**src/rtl/vending_ctrl.sv**
```systemverilog
// -----------------------------------------------------------------------------
// vending_ctrl -- multi-item vending controller
//
// Collects 5/10/25 coins into a credit register, vends the selected item when
// credit covers its price, and returns leftover credit as a contiguous train of
// change_5 pulses. A cancel in COLLECT refunds the whole credit the same way.
//
// Optional feature: define STOCK_EN to add per-item stock counters, the
// sold_out pulse and the restock input. Without it, restock is ignored and
// sold_out is constant 0.
//
// Ports:
//   clk, rst       clock (rising edge), asynchronous active-high reset
//   coin_valid     one-cycle coin strobe, coin_val = 5, 10 or 25
//   sel_valid      one-cycle select strobe, sel_item = item index
//   cancel         one-cycle refund request
//   restock        reload all stock counters (STOCK_EN only)
//   credit         current credit (registered)
//   busy           high in VEND and CHANGE
//   coin_reject    pulse: coin refused
//   insufficient   pulse: selection refused, credit < price or bad index
//   sold_out       pulse: selection refused, item stock is 0
//   dispense       pulse: vend, dispense_item holds the item index
//   change_5       pulse: one 5-unit coin returned
// -----------------------------------------------------------------------------
module vending_ctrl #(
    parameter int                         NUM_ITEMS   = 4,
    parameter int                         PRICE_W     = 8,
    parameter logic [NUM_ITEMS*PRICE_W-1:0] PRICE_TABLE = {8'd30, 8'd25, 8'd20, 8'd15},
    parameter int                         MAX_CREDIT  = 100,
    parameter int                         STOCK_INIT  = 3,
    parameter int                         SEL_W       = (NUM_ITEMS > 1) ? $clog2(NUM_ITEMS) : 1
) (
    input  logic               clk,
    input  logic               rst,
    input  logic               coin_valid,
    input  logic [4:0]         coin_val,
    input  logic               sel_valid,
    input  logic [SEL_W-1:0]   sel_item,
    input  logic               cancel,
    input  logic               restock,
    output logic [PRICE_W-1:0] credit,
    output logic               busy,
    output logic               coin_reject,
    output logic               insufficient,
    output logic               sold_out,
    output logic               dispense,
    output logic [SEL_W-1:0]   dispense_item,
    output logic               change_5
);

    typedef enum logic [1:0] {IDLE, COLLECT, VEND, CHANGE} state_t;

    // One extra bit so credit + coin never wraps before the ceiling compare.
    localparam int CW = PRICE_W + 1;

    state_t             state, state_nxt;
    logic [PRICE_W-1:0] price;
    logic               sel_hit;
    logic               stock_empty;
    logic [CW-1:0]      credit_sum;
    logic               coin_ok;

    // Decisions made by the next-state logic, consumed by the output logic.
    logic               coin_acc, coin_rej, sel_short, sel_empty, vend_go;

    logic [PRICE_W-1:0] credit_nxt;
    logic               busy_nxt, coin_reject_nxt, insufficient_nxt, sold_out_nxt;
    logic               dispense_nxt, change_5_nxt;
    logic [SEL_W-1:0]   dispense_item_nxt;

    // Price lookup; sel_hit is low for an index beyond the table.
    always_comb begin
        price   = '0;
        sel_hit = 1'b0;
        for (int i = 0; i < NUM_ITEMS; i++) begin
            if (sel_item == SEL_W'(i)) begin
                price   = PRICE_TABLE[i*PRICE_W +: PRICE_W];
                sel_hit = 1'b1;
            end
        end
    end

    assign credit_sum = CW'(credit) + CW'(coin_val);
    assign coin_ok    = ((coin_val == 5'd5) || (coin_val == 5'd10) || (coin_val == 5'd25))
                        && (credit_sum <= CW'(MAX_CREDIT));

`ifdef STOCK_EN
    localparam int STOCK_W = (STOCK_INIT > 0) ? $clog2(STOCK_INIT + 1) : 1;

    logic [STOCK_W-1:0] stock [NUM_ITEMS];

    always_comb begin
        stock_empty = 1'b0;
        for (int i = 0; i < NUM_ITEMS; i++) begin
            if (sel_item == SEL_W'(i)) stock_empty = (stock[i] == '0);
        end
    end

    // NOTE: the stock array is functional state, so unlike a data memory it is
    // reset; a vend after reset must see STOCK_INIT, not power-up garbage.
    always_ff @(posedge clk or posedge rst) begin
        if (rst) begin
            for (int i = 0; i < NUM_ITEMS; i++) stock[i] <= STOCK_W'(STOCK_INIT);
        end else if (restock) begin
            for (int i = 0; i < NUM_ITEMS; i++) stock[i] <= STOCK_W'(STOCK_INIT);
        end else if (vend_go) begin
            for (int i = 0; i < NUM_ITEMS; i++) begin
                if (sel_item == SEL_W'(i)) stock[i] <= stock[i] - STOCK_W'(1);
            end
        end
    end
`else
    logic          unused_restock;
    localparam int unused_stock_init = STOCK_INIT;

    assign unused_restock = restock;
    assign stock_empty    = 1'b0;
`endif

    // State and registered outputs.
    // NOTE: non-blocking assignments here so every register samples the
    // pre-edge values of the others, independent of statement order.
    always_ff @(posedge clk or posedge rst) begin
        if (rst) begin
            state         <= IDLE;
            credit        <= '0;
            busy          <= 1'b0;
            coin_reject   <= 1'b0;
            insufficient  <= 1'b0;
            sold_out      <= 1'b0;
            dispense      <= 1'b0;
            dispense_item <= '0;
            change_5      <= 1'b0;
        end else begin
            state         <= state_nxt;
            credit        <= credit_nxt;
            busy          <= busy_nxt;
            coin_reject   <= coin_reject_nxt;
            insufficient  <= insufficient_nxt;
            sold_out      <= sold_out_nxt;
            dispense      <= dispense_nxt;
            dispense_item <= dispense_item_nxt;
            change_5      <= change_5_nxt;
        end
    end

    // Next-state logic. Priority in COLLECT: cancel > select > coin; a coin
    // arriving alongside cancel or select is always refused.
    // NOTE: every signal gets a default at the top so no path leaves one
    // unassigned, which would otherwise infer a latch.
    always_comb begin
        state_nxt = state;
        coin_acc  = 1'b0;
        coin_rej  = 1'b0;
        sel_short = 1'b0;
        sel_empty = 1'b0;
        vend_go   = 1'b0;
        case (state)
            IDLE: begin
                if (coin_valid) begin
                    if (coin_ok) begin
                        coin_acc  = 1'b1;
                        state_nxt = COLLECT;
                    end else begin
                        coin_rej = 1'b1;
                    end
                end
            end
            COLLECT: begin
                if (cancel) begin
                    coin_rej  = coin_valid;
                    state_nxt = CHANGE;
                end else if (sel_valid) begin
                    coin_rej = coin_valid;
                    if (!sel_hit)                 sel_short = 1'b1;
                    else if (stock_empty)         sel_empty = 1'b1;
                    else if (credit < price)      sel_short = 1'b1;
                    else begin
                        vend_go   = 1'b1;
                        state_nxt = VEND;
                    end
                end else if (coin_valid) begin
                    coin_acc = coin_ok;
                    coin_rej = !coin_ok;
                end
            end
            VEND, CHANGE: begin
                // credit already reflects the pulse shown this cycle, so a
                // zero here means the refund is complete.
                coin_rej  = coin_valid;
                state_nxt = (credit != '0) ? CHANGE : IDLE;
            end
            default: state_nxt = IDLE;
        endcase
    end

    // Output logic: next values of the registered outputs.
    always_comb begin
        credit_nxt = credit;
        if (coin_acc)                credit_nxt = credit_sum[PRICE_W-1:0];
        else if (vend_go)            credit_nxt = credit - price;
        else if (state_nxt == CHANGE) credit_nxt = credit - PRICE_W'(5);

        change_5_nxt      = (state_nxt == CHANGE);
        busy_nxt          = (state_nxt == VEND) || (state_nxt == CHANGE);
        dispense_nxt      = vend_go;
        dispense_item_nxt = vend_go ? sel_item : '0;
        coin_reject_nxt   = coin_rej;
        insufficient_nxt  = sel_short;
        sold_out_nxt      = sel_empty;
    end

endmodule

```
**config.mk**
```make
export PLATFORM = sky130hd
export DESIGN_NAME = vending_ctrl
export DESIGN_NICKNAME = d
export VERILOG_FILES = /design/src/rtl/vending_ctrl.sv
export SDC_FILE = /design/constraint.sdc
export NUM_CORES = 1
export LEC_CHECK = 0
export BUFFER_PORTS_ARGS = -buffer_cell sky130_fd_sc_hd__buf_4
export CAP_MARGIN = 20
export CORE_MARGIN = 2
export CORE_UTILIZATION = 40
export DETAILED_ROUTE_END_ITERATION = 16
export PLACE_DENSITY_LB_ADDON = 0.2
export SLEW_MARGIN = 25
export SYNTH_ARGS = -nofsm -noshare
export SYNTH_HDL_FRONTEND = slang
export SYNTH_SLANG_ARGS = --single-unit
```
**constraint.sdc**
```tcl
create_clock -name clk -period 2.75 [get_ports clk]
set_input_delay 0.825 -clock clk [delete_from_list [all_inputs] [get_ports clk]]
set_output_delay 0.825 -clock clk [all_outputs]
set_load 0.05 [all_outputs]
```
==> qor.csv <==
stage;metric;value;unit
cts;htree_levels;1;
sta;hold_viol;0;
setup_path;critPathMaxFanout;4;
cts;ctsHoldBuffers;0;
drt;via_count;1464;
sta;fmax;0.3447;GHz
synth;synth-edff-count;0;
synth;yosys.area.top_type;dfrtp_1;
die;start_util;41.90;%
sta;maxSlewHeadroom;54.75;%
setup_path;worst_setup_path_start_kind;input port;
setup_path;crit_path_top_delay_cell;fa_2;
sta;slew_viol_final;0;
setup_path;path_cells;buf_8 > clkinvlp_4 > ha_4 > fa_2 > a211oi_4 > o21ai_2 > and2b_4 > a31oi_4 > nor2_1 > o22a_2 > mux2_4;
sta;whs;0.6040;ns
synth;synth_nets;200;
cells_and_area;fin_nets;266;
place;gp_congestion;0.8786;
drt;drc;1;
power;worst_ir_drop_vdd;0.0007683;V
sta;fin_skew;0.0007340;ns
flow_run;cap_violations;0;
cells_and_area;fillers;316;
place;place_area;2064;um2
synth;synthTopCellsByArea;dfrtp_1 (28%), ha_1 (13%), a21oi_1 (4.6%);
power;powerDensity;1212;nW/um2
sta;finalSetupViolations;8;
synth;ys_seq_area_share;27.73;%
die;std_cell_rows;22;
drt;detail_route.wl_per_cell;14.35;um
cells_and_area;multi_input_area;1146;um2
cts;clock_tree.root_cell;clkbuf_8;
synth;synthArstFlopShare;100.0;%
cts;path_clk_slew;0.07;ns
sta;finalCriticalPeriod;2.901;ns
cells_and_area;regArea;425.4;um2
die;die_w;65.93;um
global_route;antenna_found_initial;0;
drt;dr.first_iter.drc_count;48;
cells_and_area;stdcell_area;2252;um2
cts;cts_tree;built;
hold_path;hp-class;reg2reg;
sta;setup_ws;-0.1508;ns
drt;wirelength;4046;um
synth;ys_types;55;
cts;cts_buffers;3;
drt;dr.pass1.iters;10;
setup_path;arrival;3.05;ns
cts;cts_sinks;17;
sta;tightest_slew;0.6781;ns
global_route;grt_first_pass_wirelength;6575;um
synth;ys_seq_elements;17;
synth;synth_area_per_cell;9.077;um2
global_route;grt_pass1_vias;1461;
place;io_buffers;26;
setup_path;end_kind;flip-flop;
synth;ys_warn_count;0;
power;leakage;0.001047;uW
run_status;status;finished with violations;
sta;rsz0062_at_grt;true;
setup_path;crit_required;2.90;ns
die;core_area;3661;um2
cts;worstSkewPairLatency;0.26;ns
cts;clockBufferDepth;2;
setup_path;crit_type;in2reg;
sta;period_share;105.5;%
power;totalPowerFinal;2730;uW
global_route;grt_max_degree;18;
global_route;overflow;0;
setup_path;critPathMaxStageDelay;0.38;ns
cells_and_area;layout_commonest_cell;buf_4;
setup_path;path_buf_inv;2;
synth;synth.top_cell.area_share;27.73;%
drt;via_per_inst;5.191;
drt;ant_nets;0;
place;hpwl;3135;um
die;ios;29;
setup_path;crit_family;compound AO/OA/AOI/OAI gates;
synth;synth_ff_type;dfrtp_1;
cells_and_area;final_cell_mix;buf_4 (61), dfrtp_1 (17);
global_route;track_usage;19.78;%
die;die_y;65.93;um
cells_and_area;diodes;0;
setup_path;r2r_setup_slack;0.07;ns
die;dieArea;4346;um2
run_status;violations;DRC, setup timing;
cells_and_area;drive_above_1_share;44.44;%
synth;syn_inst;169;
cells_and_area;area_growth_syn_to_layout;46.82;%
synth;synthesis.area;1534;um2
final timing paths:
| path | from | to | cells after the start |
|---|---|---|---|
| setup / recovery | sel_item[0] | credit[4] | 11 |
| hold / removal | state[0] | state[0] | 2 |
| setup reg to reg | credit[0] | credit[4] | 11 |
| hold reg to reg | state[0] | state[0] | 2 |
| max in group asynchronous | rst | credit[1] | 2 |
| min in group asynchronous | rst | insufficient | 2 |
kinds of logic (layout without fill, tap and decap cells):
family                   count (synthesis)  count (layout)  synth area share [%]
AO/OA/AOI/OAI                           51              51                 23.82
AND/OR/NAND/NOR                         48              48                 17.95
buffers and inverters                   20              85                 5.791
adder cells (fa/ha/maj)                 18              18                 15.66
flip-flops                              17              17                 27.73
XOR/XNOR                                10              10                 5.710
multiplexers                             4               4                 3.099
other                                    1               1                0.2445
Yosys cell counts, drive strengths merged, types with 2 or more instances:
library cell / number
a211oi: 5
nor2: 13
and2: 2
o21ai: 9
dfrtp: 17
nand3b: 2
nand2b: 3
buf: 4
a41oi: 2
nor2b: 3
a31oi: 3
fa: 2
inv: 16
o21bai: 2
nor4: 2
nand3: 4
a31o: 2
xnor2: 8
or3: 2
a2111oi: 2
mux2: 3
a21oi: 15
and2b: 2
xor2: 2
nand2: 8
nor3: 4
ha: 16
a21o: 4
worst register-to-register path, stage by stage (launching register included):
cell and delay (ns):
dfrtp_1 0.44, inv_1 0.17, ha_4 0.16, inv_1 0.05, fa_2 0.40, a211oi_4 0.28, o21ai_2 0.12, and2b_4 0.21
a31oi_4 0.19, nor2_1 0.08, o22a_2 0.23, mux2_4 0.25
registers in the layout (all words and copies together), names as in the netlist:
| name | flops |
|---|---|
| busy | 1 |
| change_5 | 1 |
| coin_reject | 1 |
| insufficient | 1 |
| state | 2 |
| dispense | 1 |
| dispense_item | 2 |
| credit | 8 |
where the power goes:
part / leakage (uW) / internal, uW / switching [uW]
sequential: 0.000198 / 346 / 141
clock: 0.0000255 / 101 / 96.9
combinational: 0.000824 / 970 / 1080
layout make-up:
type                            count  share of cell area [%]
Clock buffer                        3                   1.833
Clock inverter                      1                  0.2222
Timing Repair Buffer               65                   22.67
Multi-Input combinational cell    132                   50.89
Inverter                           16                   2.833
Tap cell                           48                   2.667
Sequential cell                    17                   18.89
routing by layer:
metal / track usage (%) / vias up / wire length [um]
met2: 35.23 / 33 / 2109
li1: - / 730 / -
met4: 7.031 / 0 / 79
met5: 0 / - / 0
met1: 24.76 / 693 / 1758
met3: 1.704 / 8 / 98
timing repair:
item                                    4_1_cts  5_1_grt
pin swaps                                     2        3
gates cloned                                  0        0
endpoints found under the setup margin       10       10
resized for setup                            10       12
buffers inserted                              3        3
through the flow:
stage / cells / worst slack, ns / TNS (ns) / utilization [%]
detailed placement: 272 / -0.4896 / -3.957 / 56.39
global placement: 272 / -0.4436 / -3.540 / 56.39
global route: 282 / -0.2201 / -1.518 / 61.52
finish: 282 / -0.1508 / -0.7333 / 61.52
CTS: 279 / -0.1504 / -0.7399 / 59.33
floorplan: 169 / -0.1799 / -0.6670 / -
Power figures use the tool's default switching activity.
